`src/rtl/serial_sub_4.sv`:
```
// Bit-serial unsigned subtractor: one full-adder cell, LSB first.
// Computes a - b - bin as a + ~b + ~bin over WIDTH cycles.
module serial_sub_4 #(
    parameter int WIDTH = 4
) (
    input  logic             clk,
    input  logic             rst_n,
    input  logic             start,
    input  logic [WIDTH-1:0] a,
    input  logic [WIDTH-1:0] b,
    input  logic             bin,
    output logic [WIDTH-1:0] diff,
    output logic             bout,
    output logic             busy,
    output logic             done
);

    localparam int CW = $clog2(WIDTH);

    typedef enum logic [1:0] {
        IDLE = 2'd0,
        RUN  = 2'd1,
        DONE = 2'd2
    } state_t;

    state_t           state;
    state_t           state_nx;
    logic [WIDTH-1:0] a_sh;
    logic [WIDTH-1:0] b_sh;
    logic [WIDTH-1:0] res;
    logic             carry;
    logic [CW-1:0]    cnt;
    logic             s;
    logic             co;
    logic             last;
    logic             nb;

    assign last = (cnt == CW'(WIDTH - 1));

    // Single full-adder cell: current a bit plus inverted b bit plus carry
    always_comb begin
        nb = ~b_sh[0];
        s  = a_sh[0] ^ nb ^ carry;
        co = (a_sh[0] & nb) | (a_sh[0] & carry) | (nb & carry);
    end

    // Next-state and status outputs
    always_comb begin
        state_nx = state;
        busy     = 1'b0;
        done     = 1'b0;
        unique case (state)
            IDLE: begin
                if (start) state_nx = RUN;
            end
            RUN: begin
                busy = 1'b1;
                if (last) state_nx = DONE;
            end
            DONE: begin
                done     = 1'b1;
                state_nx = start ? RUN : IDLE;
            end
            default: state_nx = IDLE;
        endcase
    end

    // State register
    always_ff @(posedge clk or negedge rst_n) begin
        if (!rst_n) state <= IDLE;
        else        state <= state_nx;
    end

    // Operand capture, serial shift and result publication
    always_ff @(posedge clk or negedge rst_n) begin
        if (!rst_n) begin
            a_sh  <= '0;
            b_sh  <= '0;
            res   <= '0;
            carry <= 1'b0;
            cnt   <= '0;
            diff  <= '0;
            bout  <= 1'b0;
        end else if (state != RUN) begin
            if (start) begin
                a_sh  <= a;
                b_sh  <= b;
                carry <= ~bin;
                cnt   <= '0;
            end
        end else begin
            a_sh  <= a_sh >> 1;
            b_sh  <= b_sh >> 1;
            res   <= {s, res[WIDTH-1:1]};
            carry <= co;
            if (last) begin
                diff <= {s, res[WIDTH-1:1]};
                bout <= ~co;
            end else begin
                cnt <= cnt + CW'(1);
            end
        end
    end

endmodule

```
`config.mk`:
```
export PLATFORM = sky130hd
export DESIGN_NAME = serial_sub_4
export DESIGN_NICKNAME = d
export VERILOG_FILES = /design/src/rtl/serial_sub_4.sv
export SDC_FILE = /design/constraint.sdc
export NUM_CORES = 1
export LEC_CHECK = 0
export ABC_AREA = 1
export CAP_MARGIN = 40
export CORE_MARGIN = 2
export CORE_UTILIZATION = 45
export DETAILED_ROUTE_END_ITERATION = 8
export DONT_BUFFER_PORTS = 1
export PLACE_DENSITY = 0.7
export SETUP_SLACK_MARGIN = 0.02
export SLEW_MARGIN = 20
export SYNTH_ARGS = -nofsm -noshare
export SYNTH_HDL_FRONTEND = slang
export SYNTH_SLANG_ARGS = --single-unit
```
`constraint.sdc`:
```
create_clock -name clk -period 1.5 [get_ports clk]
set_input_delay 0.45 -clock clk [delete_from_list [all_inputs] [get_ports clk]]
set_output_delay 0.45 -clock clk [all_outputs]
set_load 0.005 [all_outputs]
```
==> results by group, run 1 <==
Flow run
  • MaxCap Viol Count: 0

Synth
  • Seq/Total Area, Yosys: 0.553
  • Ys Warns: 0
  • #FFs+latches synth: 21
  • Synth Instances: 108
  • Post-synthesis cell area: roughly 950 sq um
  • Distinct cells, synth: 14
  • Post-Syn Nets: roughly 120
  • Avg Inst Size Synth: about 8.8 sq um

Global routing
  • Initial antenna violation count: 0
  • First-pass GRT wire length: about 3100 microns
  • GRT Total Usage: 0.162
  • Vias in the first global route: about 700
  • Largest net degree at the start of global routing: 22
  • Global route overflow: 0

Drt
  • Residual DRC count: 0
  • 1st-pass router iterations: 4
  • DR vias: slightly above 700
  • Initial DRC Count: 8
  • Vias per inst: a little over 5
  • Post-DRT Antenna Nets: 0
  • Final WL: around 1800 microns
  • Drt wl/cell: approximately 13 microns

Timing
  • Unrepaired setup endpoints after global routing: true
  • Skew final: between 2 and 2.5 ps
  • Hold slack: between 200 and 300 ps
  • Final setup viols: 0
  • Worst-Margin Slew: around 550 ps
  • Final period utilization: 0.957
  • Slew Limit Fails: 0
  • Final Critical Period: around 1400 ps
  • Fmax: between 600 and 700 MHz
  • Relative slew slack: 0.630
  • Post-route setup TNS: 0 ps
  • Final hold vios: 0

Clocking
  • Worst skew pair latency: about 290 ps
  • CTS sink cnt: 21
  • Clk buf depth: 2
  • H-tree levels: 1
  • CTS tree: yes
  • Clk root buf: clkbuf_4
  • Worst-path clk slew: between 100 and 150 ps
  • Num CTS Buffers: 3

Layout
  • Diode count: 0
  • Post-Layout Cell Count: 140
  • Seq. cell area: 528 sq um
  • Design area: slightly above 0.001 sq mm
  • Commonest non-fill, non-tap cell in the layout: nand2_1
  • Final net count: roughly 130
  • Syn-to-layout area delta: 8.04%
  • Area of the multi-input gates: roughly 360 sq um
  • Share of cells above drive strength 1: 0.115
  • Fill count: about 190
  • Most frequent cells in the layout: nand2_1, nand3_1, dfrtp_1

Placed design
  • Area post-placement: 963 sq um
  • RD Place Congestion: approximately 0.7
  • Port bufs: 0
  • Dpl hpwl: approximately 1300 microns
  • DP Cell Count: about 130

Power
  • Worst VDD drop: 1090 uV
  • Leak: about 0.53 nW
  • Cell Pwr Density: 2050 mW/mm^2

Run status
  • Status: complete, no violations

Worst setup path
  • Critical Path Source Type: register
  • Reg2reg end: cnt[1]$_DFFE_PN0P_
  • Worst Path Arrival: about 990 ps
  • Crit end category: output port
  • R2R setup slack: about 290 ps
  • Max FO, Critical Path: 5
  • Reg-to-reg startpoint: cnt[0]$_DFFE_PN0P_
  • Setup CP Type: register to output port
  • R2R cell count: 6
  • Required @ worst endpoint: about 1100 ps

Hold path
  • Hold Crit Class: input pin to register
  • WHS Path Cells: 2
  • Worst hold endpoint: a_sh[3]$_DFFE_PN0P_
  • Worst hold start: a[3]

Die
  • I/O pins: 19
  • Initial core utilization: 0.479
  • Core Box Area: 0.00198 sq mm
  • Die area: roughly 0.0025 sq mm
  • Chip width: about 50 microns
  • Die Height: 49.9 microns
  • Core Rows: 16
layout make-up:
| class | count | share of cell area |
|---|---|---|
| Sequential cell | 21 | 0.515 |
| Multi-Input combinational cell | 74 | 0.352 |
| Inverter | 11 | 0.0427 |
| Tap cell | 27 | 0.0329 |
| Timing Repair Buffer | 3 | 0.0317 |
| Clock buffer | 4 | 0.0256 |
power by group:
part           internal, W  switching, W
Combinational     0.000308      0.000515
Sequential        0.000823      0.000190
Clock             0.000103      0.000162
metrics by stage:
step,setup WS (ps),util,power (W)
after floorplan,335,-,0.00166
after global placement,366,0.486,0.00175
after detailed placement,324,0.486,0.00181
after CTS,45.7,0.505,0.00209
after global routing,-7.39,0.518,0.00232
final,64.4,0.518,0.00210
cell usage after synthesis:
master,n,share of area
o21ai_1,1,0.0053
dfrtp_1,21,0.55
nand2_1,39,0.15
buf_6,2,0.024
nor2_1,2,0.0079
inv_2,2,0.0079
o21ai_0,2,0.011
fa_1,1,0.021
inv_1,9,0.036
nand3_1,24,0.13
nor2_4,2,0.024
buf_2,1,0.0053
nand2_4,1,0.012
ha_1,1,0.013
sequential cells by signal (all words and copies together) (netlist names):
name / cells
state: 2
diff: 4
b_sh: 4
res: 3
bout: 1
carry: 1
cnt: 2
a_sh: 4
cells by family after synthesis:
family / synth area share
AOI/OAI and AO/OA: 0.0158
adders and majority gates: 0.0343
buffers and inverters: 0.0725
DFF: 0.553
and+or+nand+nor: 0.324
critical path, cell delays in order, from the launching register on:
cell	delay (ps)
dfrtp_2	460
inv_4	60
nor2_4	180
how the worst max path moves through the flow:
stage | from | endpoint | slack, ps | depth (start not counted)
after global placement | state[0]$_DFFE_PN0P_ | busy | 370 | 2
after detailed placement | cnt[0]$_DFFE_PN0P_ | cnt[0]$_DFFE_PN0P_ | 320 | 5
after CTS | rst_n | state[0]$_DFFE_PN0P_ | 50 | 1
after floorplan | state[0]$_DFFE_PN0P_ | busy | 330 | 3
after global routing | state[0]$_DFFE_PN0P_ | busy | -7 | 2
final | state[0]$_DFFE_PN0P_ | busy | 60 | 2
repair_timing:
item | CTS | global route
pin swaps | 0 | 1
cloned | 0 | 1
setup buffers | 0 | 0
setup endpoints to repair | 1 | 1
gates resized for setup | 1 | 2
hold buffers | 1 | 0
hold endpoints to repair | 21 | 0
metal layers:
metal	up-vias	wire length, microns	part of all wire	GRT usage
met5	-	0	0	0
met2	21	906	0.51	0.273
met3	2	72	0.040	0.0303
met4	0	12	0.0067	0.0556
met1	343	796	0.45	0.207
li1	354	-	-	-
Power figures use the tool's default switching activity.
==> run 2: changes to the inputs <==
- SETUP_SLACK_MARGIN: 0.02 -> 0.05
- SLEW_MARGIN: 20 -> default
==> run 2 against run 1 <==
Global-route usage shrank 0.19 points. Flip-flop and latch count unchanged. Critical path depth did not move. Clock power barely moved. Utilization is 1.0 points higher. Maximum frequency rose by 3.2%. Sequential share of layout area shrank 0.98 points. Die area unchanged. Largest cell class unchanged. Critical endpoint is now done. Worst hold slack about the same. Combinational power grew 8.7%.
==> results by group, run 2 (synthesized netlist as in run 1, its figures left out) <==
Global routing
  • GRT Total Usage: 0.160 (-0.00194)
  • Initial antenna violation count: 0 (unchanged)
  • Largest net degree at the start of global routing: 22 (unchanged)
  • Global route overflow: 0 (unchanged)
  • Vias in the first global route: 710 (+1.3%)
  • First-pass GRT wire length: 3090 microns (-0.45%)

Timing
  • Relative slew slack: 0.847 (+0.216)
  • Final hold vios: 0 (unchanged)
  • Final setup viols: 0 (unchanged)
  • Unrepaired setup endpoints after global routing: false
  • Fmax: 719 MHz (+3.2%)
  • Worst-Margin Slew: 230 ps (-323 ps)
  • Slew Limit Fails: 0 (unchanged)
  • Hold slack: 262 ps (+0.0810 ps)
  • Final setup margin: 110 ps (+45.2 ps)
  • Final Critical Period: 1390 ps (-45.2 ps)
  • Post-route setup TNS: 0 ps (unchanged)
  • Final period utilization: 0.927 (-0.0301)
  • Skew final: 3.25 ps (+0.776 ps)

Drt
  • 1st-pass router iterations: 5 (+1)
  • Initial DRC Count: 12 (+4)
  • Vias per inst: 5.09 (-1.0%)
  • Residual DRC count: 0 (unchanged)
  • Post-DRT Antenna Nets: 0 (unchanged)
  • Drt wl/cell: 13.2 microns (+3.0%)
  • Final WL: 1880 microns (+5.2%)
  • DR vias: 728 (+1.1%)

Layout
  • Final net count: 131 (+2.3%)
  • Most frequent cells in the layout: nand2_1, nand3_1, dfrtp_1
  • Commonest non-fill, non-tap cell in the layout: nand2_1
  • Biggest regs: a_sh (4), b_sh (4), diff (4)
  • Design area: 0.00105 sq mm (+2.0%)
  • Diode count: 0 (unchanged)
  • Share of cells above drive strength 1: 0.138 (+0.0229)
  • Syn-to-layout area delta: 10.1%

Worst setup path
  • Slowest-stage cell, CP: dfrtp_2
  • Setup CP Type: register to output port
  • Max FO, Critical Path: 3 (-2)
  • Crit end category: output port
  • Critical path cell sequence: inv_2, nor2_1
  • CP peak stage delay: 440 ps (-20 ps)
  • Critical Path Source Type: register
  • Required @ worst endpoint: 1050 ps (about the same)
  • Worst Path Arrival: 940 ps (-50 ps)
  • Cell family with most CP delay: flip-flops
  • Bufs and invs on worst path: 1 (unchanged)

Clocking
  • Worst skew pair latency: 290 ps (about the same)
  • Clk root buf: clkbuf_4
  • CTS sink cnt: 21 (unchanged)
  • Clk buf depth: 2 (unchanged)
  • H-tree levels: 1 (unchanged)
  • Worst-path clk slew: 110 ps (about the same)
  • Num CTS Buffers: 3 (unchanged)
  • CTS tree: yes

Flow run
  • MaxCap Viol Count: 0 (unchanged)

Power
  • Sequential share of power: 0.462 (-0.020)
  • Leak: 0.544 nW (+2.8%)
  • Logic pwr share: 0.415 (+0.023)
  • Sw Share: 0.410 (-0.00232)
  • Sw power: 0.000886 W (+2.1%)
  • Worst VDD drop: 1060 uV (-3.0%)
  • Cell Pwr Density: 2060 mW/mm^2 (+0.75%)
  • Pint: 0.00127 W (+3.1%)
  • Clock group share of total power: 0.123 (-0.003)

Die
  • Chip width: 49.9 microns (unchanged)
  • Die area: 0.00249 sq mm (unchanged)
  • Initial core utilization: 0.479 (unchanged)
  • I/O pins: 19 (unchanged)
  • Die Height: 49.9 microns (unchanged)
  • Core Box Area: 0.00198 sq mm (unchanged)
  • Core Rows: 16 (unchanged)

Placed design
  • RD Place Congestion: 0.719 (unchanged)
  • Dpl hpwl: 1270 microns (unchanged)
  • Area post-placement: 963 sq um (unchanged)
  • Port bufs: 0 (unchanged)
  • Dpl ws: 324 ps (unchanged)

Hold path
  • Hold Crit Class: input pin to register

Run status
  • Status: complete, no violations
-- run 2: final timing paths --
| path | slack, ps | cells after the start | start | end |
|---|---|---|---|---|
| setup / recovery | 110 | 2 | state[1]$_DFFE_PN0P_ | done |
| hold / removal | 260 | 2 | a[3] | a_sh[3]$_DFFE_PN0P_ |
| setup reg to reg | 210 | 7 | state[0]$_DFFE_PN0P_ | b_sh[3]$_DFFE_PN0P_ |
| hold reg to reg | 480 | 2 | res[2]$_DFFE_PN0P_ | diff[1]$_DFFE_PN0P_ |
| max in group asynchronous | 680 | 2 | rst_n | state[0]$_DFFE_PN0P_ |
| min in group asynchronous | 430 | 1 | rst_n | res[1]$_DFFE_PN0P_ |
-- run 2: metal layers --
layer | part of all wire | global-route usage | wire [microns] | vias to the layer above
met2 | 0.52 | 0.271 | 977 | 15
li1 | - | - | - | 360
met5 | 0 | 0 | 0 | -
met4 | 0.0064 | 0.0556 | 12 | 0
met1 | 0.43 | 0.199 | 817 | 351
met3 | 0.039 | 0.0364 | 73 | 2
-- run 2: cell type report --
type,count,area [sq um]
Clock buffer,4,26.3
Fill cell,182,936
Inverter,11,41.3
Multi-Input combinational cell,74,362
Sequential cell,21,528
Tap cell,27,33.8
Timing Repair Buffer,6,55.1
-- run 2: repair_timing --
action / 4_1_cts / 5_1_grt
setup endpoints to repair: 1 / 2
pin swaps: 0 / 1
gates cloned: 0 / 1
hold buffers: 1 / 0
endpoints found under the hold margin: 21 / 0
buffers inserted: 0 / 3
resized for setup: 1 / 1
-- run 2: per-stage QoR --
| stage | total power (W) | cells | util |
|---|---|---|---|
| floorplan | 0.00166 | 108 | - |
| finish | 0.00216 | 143 | 0.528 |
| CTS | 0.00209 | 138 | 0.505 |
| detailed placement | 0.00181 | 133 | 0.486 |
| global placement | 0.00175 | 133 | 0.486 |
| global route | 0.00237 | 143 | 0.528 |
-- run 2: power groups by stage --
stage	Combinational [W]	Clock [W]	Sequential (W)
floorplan	0.000694	0	0.000969
global placement	0.000747	0	0.00101
detailed placement	0.000794	0	0.00102
CTS	0.000809	0.000270	0.00101
global route	0.00104	0.000307	0.00103
finish	0.000896	0.000265	0.000997
